[src/rtl/dsp_pkg.sv]
// Shared DSP definitions: loader state encoding plus the instruction word and
// fetch address widths used by both the fetch stage and the imem loader.
package dsp_pkg;

   localparam int INSTR_W        = 32;
   localparam int IMEM_ADDR_W    = 16;
   localparam int BYTES_PER_WORD = 4;
   localparam int BYTE_IDX_W     = $clog2(BYTES_PER_WORD);

   typedef enum logic [2:0] {
      ST_IDLE,
      ST_LEN_LO,
      ST_LEN_HI,
      ST_DATA,
      ST_CHECK,
      ST_DONE
   } state_e;

endpackage

[src/rtl/dsp_word_packer.sv]
// Little-endian byte-to-word assembler: the first byte of a word ends up in
// bits [7:0]; word_valid_o pulses for one cycle after the last byte is taken.
module dsp_word_packer
   import dsp_pkg::*;
(
   input  logic               clk,
   input  logic               rst,
   input  logic               clr,
   input  logic               byte_en,
   input  logic [7:0]         byte_in,
   output logic [INSTR_W-1:0] word_o,
   output logic               word_valid_o,
   output logic               last_byte_o
);

   logic [INSTR_W-1:0]    word_q, word_d;
   logic [BYTE_IDX_W-1:0] idx_q, idx_d;
   logic                  valid_q, valid_d;

   assign last_byte_o  = byte_en && (idx_q == BYTE_IDX_W'(BYTES_PER_WORD - 1));
   assign word_o       = word_q;
   assign word_valid_o = valid_q;

   always_comb begin
      word_d  = word_q;
      idx_d   = idx_q;
      valid_d = 1'b0;
      if (clr) begin
         idx_d = '0;
      end else if (byte_en) begin
         word_d  = {byte_in, word_q[INSTR_W-1:8]};
         idx_d   = idx_q + 1'b1;
         valid_d = last_byte_o;
      end
   end

   always_ff @(posedge clk or posedge rst) begin
      if (rst) begin
         word_q  <= '0;
         idx_q   <= '0;
         valid_q <= 1'b0;
      end else begin
         word_q  <= word_d;
         idx_q   <= idx_d;
         valid_q <= valid_d;
      end
   end

endmodule

[src/rtl/dsp_imem_loader.sv]
// Instruction memory loader: streams LEN_LO, LEN_HI and 4*N bytes into imem and
// holds the DSP in reset until done. DSP_IMEM_LOADER_CHECKSUM_EN adds an XOR trailer.
//
// state     | meaning
// ----------+-----------------------------------------------------------
// ST_IDLE   | after reset, waiting for start, DSP held
// ST_LEN_LO | expecting low byte of word count N
// ST_LEN_HI | expecting high byte of word count N
// ST_DATA   | assembling and writing data words
// ST_CHECK  | expecting the XOR trailer byte (checksum build only)
// ST_DONE   | load finished (ok or error), waiting for restart
module dsp_imem_loader
   import dsp_pkg::*;
#(
   parameter int                ADDR_W    = IMEM_ADDR_W,
   parameter int                DATA_W    = INSTR_W,
   parameter logic [ADDR_W-1:0] BASE_ADDR = '0
) (
   input  logic              clk,
   input  logic              rst,
   input  logic              start,
   input  logic              in_valid,
   input  logic [7:0]        in_data,
   output logic              in_ready,
   output logic [ADDR_W-1:0] write_addr_i,
   output logic [DATA_W-1:0] write_data_i,
   output logic              write_en_i,
   output logic              dsp_hold,
   output logic              busy,
   output logic              load_done,
   output logic              load_err,
   output logic [15:0]       words_loaded
);

   state_e            state_q, state_d;
   logic [15:0]       len_q, len_d;
   logic [15:0]       words_q, words_d;
   logic [ADDR_W-1:0] addr_q, addr_d;
   logic              busy_q, busy_d;
   logic              done_q, done_d;
   logic              hold_q, hold_d;
   logic              accept, byte_en, clr, pk_last, finish;
`ifdef DSP_IMEM_LOADER_CHECKSUM_EN
   logic [7:0]        csum_q, csum_d;
   logic              err_q, err_d;
`endif

   // Once the final byte is taken, stop accepting while the last write drains.
   always_comb begin
      case (state_q)
         ST_LEN_LO, ST_LEN_HI, ST_CHECK: in_ready = 1'b1;
         ST_DATA:                        in_ready = (words_q != len_q);
         default:                        in_ready = 1'b0;
      endcase
   end

   assign accept  = in_valid && in_ready;
   assign byte_en = accept && (state_q == ST_DATA);
   assign clr     = start && ((state_q == ST_IDLE) || (state_q == ST_DONE));

   dsp_word_packer u_packer (
      .clk          (clk),
      .rst          (rst),
      .clr          (clr),
      .byte_en      (byte_en),
      .byte_in      (in_data),
      .word_o       (write_data_i),
      .word_valid_o (write_en_i),
      .last_byte_o  (pk_last)
   );

   always_comb begin
      state_d = state_q;
      len_d   = len_q;
      words_d = words_q;
      addr_d  = addr_q;
      busy_d  = busy_q;
      done_d  = done_q;
      hold_d  = hold_q;
      finish  = 1'b0;
`ifdef DSP_IMEM_LOADER_CHECKSUM_EN
      csum_d  = csum_q;
      err_d   = err_q;
`endif
      case (state_q)
         ST_IDLE, ST_DONE: begin
            if (start) begin
               state_d = ST_LEN_LO;
               len_d   = '0;
               words_d = '0;
               busy_d  = 1'b1;
               done_d  = 1'b0;
               hold_d  = 1'b1;
`ifdef DSP_IMEM_LOADER_CHECKSUM_EN
               err_d   = 1'b0;
`endif
            end
         end
         ST_LEN_LO: begin
            if (accept) begin
               len_d[7:0] = in_data;
               state_d    = ST_LEN_HI;
            end
         end
         ST_LEN_HI: begin
            if (accept) begin
               len_d[15:8] = in_data;
               if ({in_data, len_q[7:0]} == 16'h0000) finish  = 1'b1;
               else                                   state_d = ST_DATA;
            end
         end
         ST_DATA: begin
            // Count and address are captured with byte 3 so they line up with the write strobe.
            if (pk_last) begin
               words_d = words_q + 16'd1;
               addr_d  = BASE_ADDR + ADDR_W'(words_q);
            end
            if (write_en_i && (words_q == len_q)) finish = 1'b1;
         end
`ifdef DSP_IMEM_LOADER_CHECKSUM_EN
         ST_CHECK: begin
            if (accept) begin
               state_d = ST_DONE;
               busy_d  = 1'b0;
               if (in_data == csum_q) begin
                  done_d = 1'b1;
                  hold_d = 1'b0;
               end else begin
                  err_d  = 1'b1;
               end
            end
         end
`endif
         default: state_d = ST_IDLE;
      endcase
      if (finish) begin
`ifdef DSP_IMEM_LOADER_CHECKSUM_EN
         state_d = ST_CHECK;
`else
         state_d = ST_DONE;
         busy_d  = 1'b0;
         done_d  = 1'b1;
         hold_d  = 1'b0;
`endif
      end
`ifdef DSP_IMEM_LOADER_CHECKSUM_EN
      if (clr)                                 csum_d = '0;
      else if (accept && state_q != ST_CHECK)  csum_d = csum_q ^ in_data;
`endif
   end

   always_ff @(posedge clk or posedge rst) begin
      if (rst) begin
         state_q <= ST_IDLE;
         len_q   <= '0;
         words_q <= '0;
         addr_q  <= '0;
         busy_q  <= 1'b0;
         done_q  <= 1'b0;
         hold_q  <= 1'b1;
`ifdef DSP_IMEM_LOADER_CHECKSUM_EN
         csum_q  <= '0;
         err_q   <= 1'b0;
`endif
      end else begin
         state_q <= state_d;
         len_q   <= len_d;
         words_q <= words_d;
         addr_q  <= addr_d;
         busy_q  <= busy_d;
         done_q  <= done_d;
         hold_q  <= hold_d;
`ifdef DSP_IMEM_LOADER_CHECKSUM_EN
         csum_q  <= csum_d;
         err_q   <= err_d;
`endif
      end
   end

   assign write_addr_i = addr_q;
   assign dsp_hold     = hold_q;
   assign busy         = busy_q;
   assign load_done    = done_q;
   assign words_loaded = words_q;
`ifdef DSP_IMEM_LOADER_CHECKSUM_EN
   assign load_err     = err_q;
`else
   assign load_err     = 1'b0;
`endif

endmodule

[config.mk]
export PLATFORM = sky130hd
export DESIGN_NAME = dsp_imem_loader
export DESIGN_NICKNAME = d
export VERILOG_FILES = /design/src/rtl/dsp_pkg.sv /design/src/rtl/dsp_word_packer.sv /design/src/rtl/dsp_imem_loader.sv
export SDC_FILE = /design/constraint.sdc
export NUM_CORES = 1
export LEC_CHECK = 0
export CELL_PAD_IN_SITES_DETAIL_PLACEMENT = 0
export CELL_PAD_IN_SITES_GLOBAL_PLACEMENT = 1
export CORE_MARGIN = 5
export CORE_UTILIZATION = 44
export CTS_CLUSTER_SIZE = 20
export DETAILED_ROUTE_END_ITERATION = 8
export GPL_TIMING_DRIVEN = 0
export PLACE_DENSITY_LB_ADDON = 0.1
export SLEW_MARGIN = 30
export SYNTH_ARGS = -nofsm -noshare
export SYNTH_HDL_FRONTEND = slang
export SYNTH_SLANG_ARGS = --single-unit
[constraint.sdc]
create_clock -name clk -period 7.4 [get_ports clk]
set_clock_uncertainty 0.15 [all_clocks]
set_input_delay 2.22 -clock clk [delete_from_list [all_inputs] [get_ports clk]]
set_output_delay 2.22 -clock clk [all_outputs]
set_load 0.02 [all_outputs]
# Word-level counts from Yosys, hierarchy flattened
# Index checks and enable logic that the tools add are counted.
# totals
register_bits	89
latch_bits	0
mem_bits_rw	0
rom_bits	0
in_bits	12
output_inout_bits	70
elab_cells	81
mem_count	0
# op_classes
n_addsub	2
multipliers	0
div	0
magnitude_cmp	0
n_eq_ne	17
n_shift	0
n_mux	27
bitwise	1
n_reduce_logical	23
# op_table
operator	count
$mux 16	2
$pmux 16 s2	1
$pmux 8 s2	2
$add 16x1->16 const B	1
$eq 16x16->1	1
$logic_not 16->1	1
$ne 16x16->1	1
$mux 3	5
$ne 3x3->1 const B	4
$pmux 3 s4	1
$reduce_bool 2->1	6
$mux 1	11
$ne 2x2->1 const B	5
$reduce_and 3->1	3
$mux 8	1
$eq 3x2->1 const B	2
$eq 3x3->1 const B	2
$reduce_and 2->1	3
$logic_and 1x1->1	5
$reduce_and 5->1	1
$mux 2	2
$pmux 1 s2	2
$eq 3x1->1 const B	1
$logic_not 3->1	1
other kinds (6)	6

# Logic depth before layout (Yosys ltp)
# logic_depth
ltp_word	8
ltp_mapped	8
mapped_depth_nobuf	6

# Modules after synthesis
# A second synthesis with hierarchy kept.
# hier_totals
hier_cells	364
hier_area_um2	4167.7
# modules_own_cells
mod	instances	cells_per_inst	area_each_um2	seq_area_each_um2
dsp_imem_loader	1	284	2681.3	1352.5
dsp_word_packer	1	80	1486.4	875.8

# Worst setup path before layout
# OpenSTA, ideal clock, no wires.
# synth_timing
path_type	register to output
start	reg words_q[5], in the netlist words_loaded[5]
end	out in_ready
arrival_time_ns	1.784
required_ns	5.030
slack_ns	3.246
stages_incl_launch_ff	8
path_cell_list	dfrtp_1 -> buf_6 -> xnor2_2 -> nand4_1 -> nor4_4 -> buf_6 -> buf_2 -> a31oi_1
# synth_via
elab_chain_len	2
# synth_rtl
item	line_no	rtl
start: declaration	dsp_imem_loader.sv:37	logic [15:0] words_q, words_d;
start signal: assignment	dsp_imem_loader.sv:168	words_q <= words_d;
$ne 16x16->1	dsp_imem_loader.sv:52	ST_DATA: in_ready = (words_q != len_q);
$pmux 1 s2	dsp_imem_loader.sv:50	case (state_q)
end: declaration	dsp_imem_loader.sv:24	output logic in_ready,
# No other way between the ends.

# Worst setup path after layout
# layout_timing
start	reg words_q[2], in the netlist words_loaded[2]
end	out in_ready
# The elaborated chain is that of the path after synthesis.

==> results.cfg <==
[outcome]
status = completed

[yosys]
yosysSeqAreaShare = 0.548
ys_types = 48
async_flop_share = 1.00
yosysWarnings = 0
ys.flop_type = dfrtp_1
synthesis.area_sq_mm = 0.00406
ys_ff_latch = 89
synth_area_per_cell_sq_um = 12.1
synth_edf_count = 0
synthCells = 336
syn_nets = 350

[timing]
setup_viol = 0
period_minus_slack_ns = 5.13
maxSlewHeadroom = 0.617
finalSetupTns_ns = 0
rsz0062_at_grt = no
max_freq_mhz = 195
fin_crit_sh = 0.693
tightest_slew_ns = 0.570
hold_violations = 0
slew_violations = 0

[route]
drt-pass1-iter-count = 4
drc_errors = 0
first_iter_violations = 148
viasPerCell = 5.36
drtAntennaViolNets = 0
via_count = 2914
drt_wl_total_mm = 9.29
wl_per_cell_um = 17.1

[worst_setup_path]
worstSetupPathType = flop to output port
arrival_ns = 2.76
critPathRequiredTime_ns = 5.03
cp-start-kind = flop
cp_max_fo = 10
cp-end-kind = output port

[placement]
hpwl_mm = 6.81
gp_congestion = 0.833
port_buffers = 80

[global_routing]
grt_use_total = 0.174
grtUsageMet2 = 0.269
grt_max_degree = 62
gr-usage-met3 = 0.0419
grt.overflow.total = 0
antenna_found_initial = 0
first_global_vias = 2951
grt_first_pass_wirelength_mm = 15.7
use_met1 = 0.238
busiest_layer = met2

[clocking]
post_cts_buffers = 0
clockRootBuffer = clkbuf_8
clk_latency_ns = 0.35
cts_buffers = 9
cts_sinks = 89
clockBufferDepth = 2
clkTransAtPathRegs_ns = 0.09
cts_tree = yes
post_cts_resized = 0
htree_levels = 3
postCtsHoldBufs = 0

[floorplanning]
core.rowCount = 35
io_pins = 82
die_w_um = 106
die-area_sq_mm = 0.0113
core_area_sq_mm = 0.00911
initial_utilization = 0.446
die_h_um = 106

[layout]
final_nets = 442
insertedDiodeCount = 0
drive_gt1_frac = 0.196
areaGrowthSynthToFinish_pct = 30.0
utilization = 0.580

[power]
p_leak_nw = 2.26
p_total_w = 0.00206
pwr_density_cell_mw_per_mm2 = 389
ir_drop_uv = 207

[job]
cap_violations = 0

[min_path]
hold_path_class = flop to flop
[report_power, final]
part / switching, W / internal, W / total, W
Combinational: 0.000412 / 0.000451 / 0.000864
Clock: 0.000180 / 0.000227 / 0.000407
Sequential: 0.000134 / 0.000651 / 0.000784
[sequential cells by signal (all words and copies together) (netlist names)]
| register | flops |
|---|---|
| len_q | 16 |
| u_packer.idx_q | 2 |
| words_loaded | 16 |
| u_packer.word_valid_o | 1 |
| dsp_hold | 1 |
| write_addr_i | 16 |
| state_q | 3 |
| u_packer.word_o | 32 |
| busy | 1 |
| load_done | 1 |
[per-layer routing]
metal  part of all wire  up-vias
li1                   -     1381
met3              0.059       13
met5                  0        -
met4              0.016        0
met1               0.46     1434
met2               0.47       86
[through the flow]
| stage | setup slack (ns) | cells | hold slack [ns] | cell area, sq um |
|---|---|---|---|---|
| 6_report | 2.27 | 544 | 0.334 | 5280 |
| 2_1_floorplan | 2.72 | 336 | 0.305 | 4060 |
| 3_3_place_gp | 1.31 | 527 | 0.308 | 5000 |
| 3_5_place_dp | 2.64 | 528 | 0.317 | 5040 |
| 5_1_grt | 2.10 | 544 | 0.373 | 5280 |
| 4_1_cts | 2.23 | 544 | 0.339 | 5280 |
[final cells by class]
type                       instances  area, sq um
buffer                            21          115
clock buffer                       9          124
clock inverter                     7          124
fill                             791         3820
inverter                          11         46.3
multi-input combinational        215         1680
sequential                        89         2230
tap                              111          139
timing repair buffer              81          828
[cells in the final DEF (no fill, tap or decap), types with 9 or more instances in the layout]
cell type / synthesis / final
inv_1: 11 / 10
nand2_1: 20 / 20
mux2_2: 41 / 41
clkbuf_8: 0 / 9
clkdlybuf4s50_1: 0 / 80
xnor2_1: 15 / 15
a21oi_1: 9 / 9
o21ai_0: 10 / 10
nand4_1: 9 / 9
nor2_1: 19 / 19
dfrtp_1: 88 / 88
[final timing paths]
| kind | from | endpoint | slack [ns] | cells past startpoint |
|---|---|---|---|---|
| max | words_loaded[2] | in_ready | 2.27 | 7 |
| min | load_done | load_done | 0.33 | 2 |
| max reg2reg | words_loaded[2] | busy | 5.07 | 7 |
| min reg2reg | load_done | load_done | 0.33 | 2 |
| max in group asynchronous | rst | u_packer.word_o[27] | 4.49 | 3 |
| min in group asynchronous | rst | words_loaded[10] | 2.05 | 2 |
[Yosys cell counts (2+ instances only)]
cell type  number  area (sq um)
nand3_1         8          40.0
o21ai_0        10          50.1
nor3_1          3          15.0
a41o_1          8          80.1
mux2_2         41           462
ha_1            2          25.0
a21oi_1         9          45.0
and2_1          3          18.8
mux2i_1         7          70.1
xnor2_1        15           131
or4_1           4          30.0
buf_2           8          40.0
nand2_1        20          75.1
o31ai_1         5          37.5
a22o_1          8          70.1
or2_2           2          12.5
nor2b_1         3          18.8
mux2_4          7           105
inv_1          11          41.3
nor2_1         19          71.3
nor4_1          3          18.8
nor4b_1         2          17.5
o21a_1          5          37.5
dfrtp_1        88          2200
a31oi_1         2          12.5
or3_1           4          25.0
nand4_1         9          56.3
clkbuf_1        8          30.0
buf_6           3          33.8
[worst max-delay path, stage by stage (launching register included)]
cell and delay (ns):
dfrtp_1 0.49, xnor2_1 0.21, nand4_1 0.16, nor4_4 0.42, buf_6 0.19, buf_2 0.24
a31oi_1 0.13, clkdlybuf4s50_1 0.57
[kinds of logic after synthesis]
| logic type | share of synthesized area |
|---|---|
| flip-flops | 0.548 |
| multiplexers | 0.157 |
| XOR/XNOR | 0.0363 |
| AO/OA/AOI/OAI | 0.0951 |
| buffers and inverters | 0.0385 |
| other | 0.000923 |
| adder cells (fa/ha/maj) | 0.00616 |
| AND/OR/NAND/NOR | 0.118 |
No activity file was read; power rests on OpenSTA's default activity.
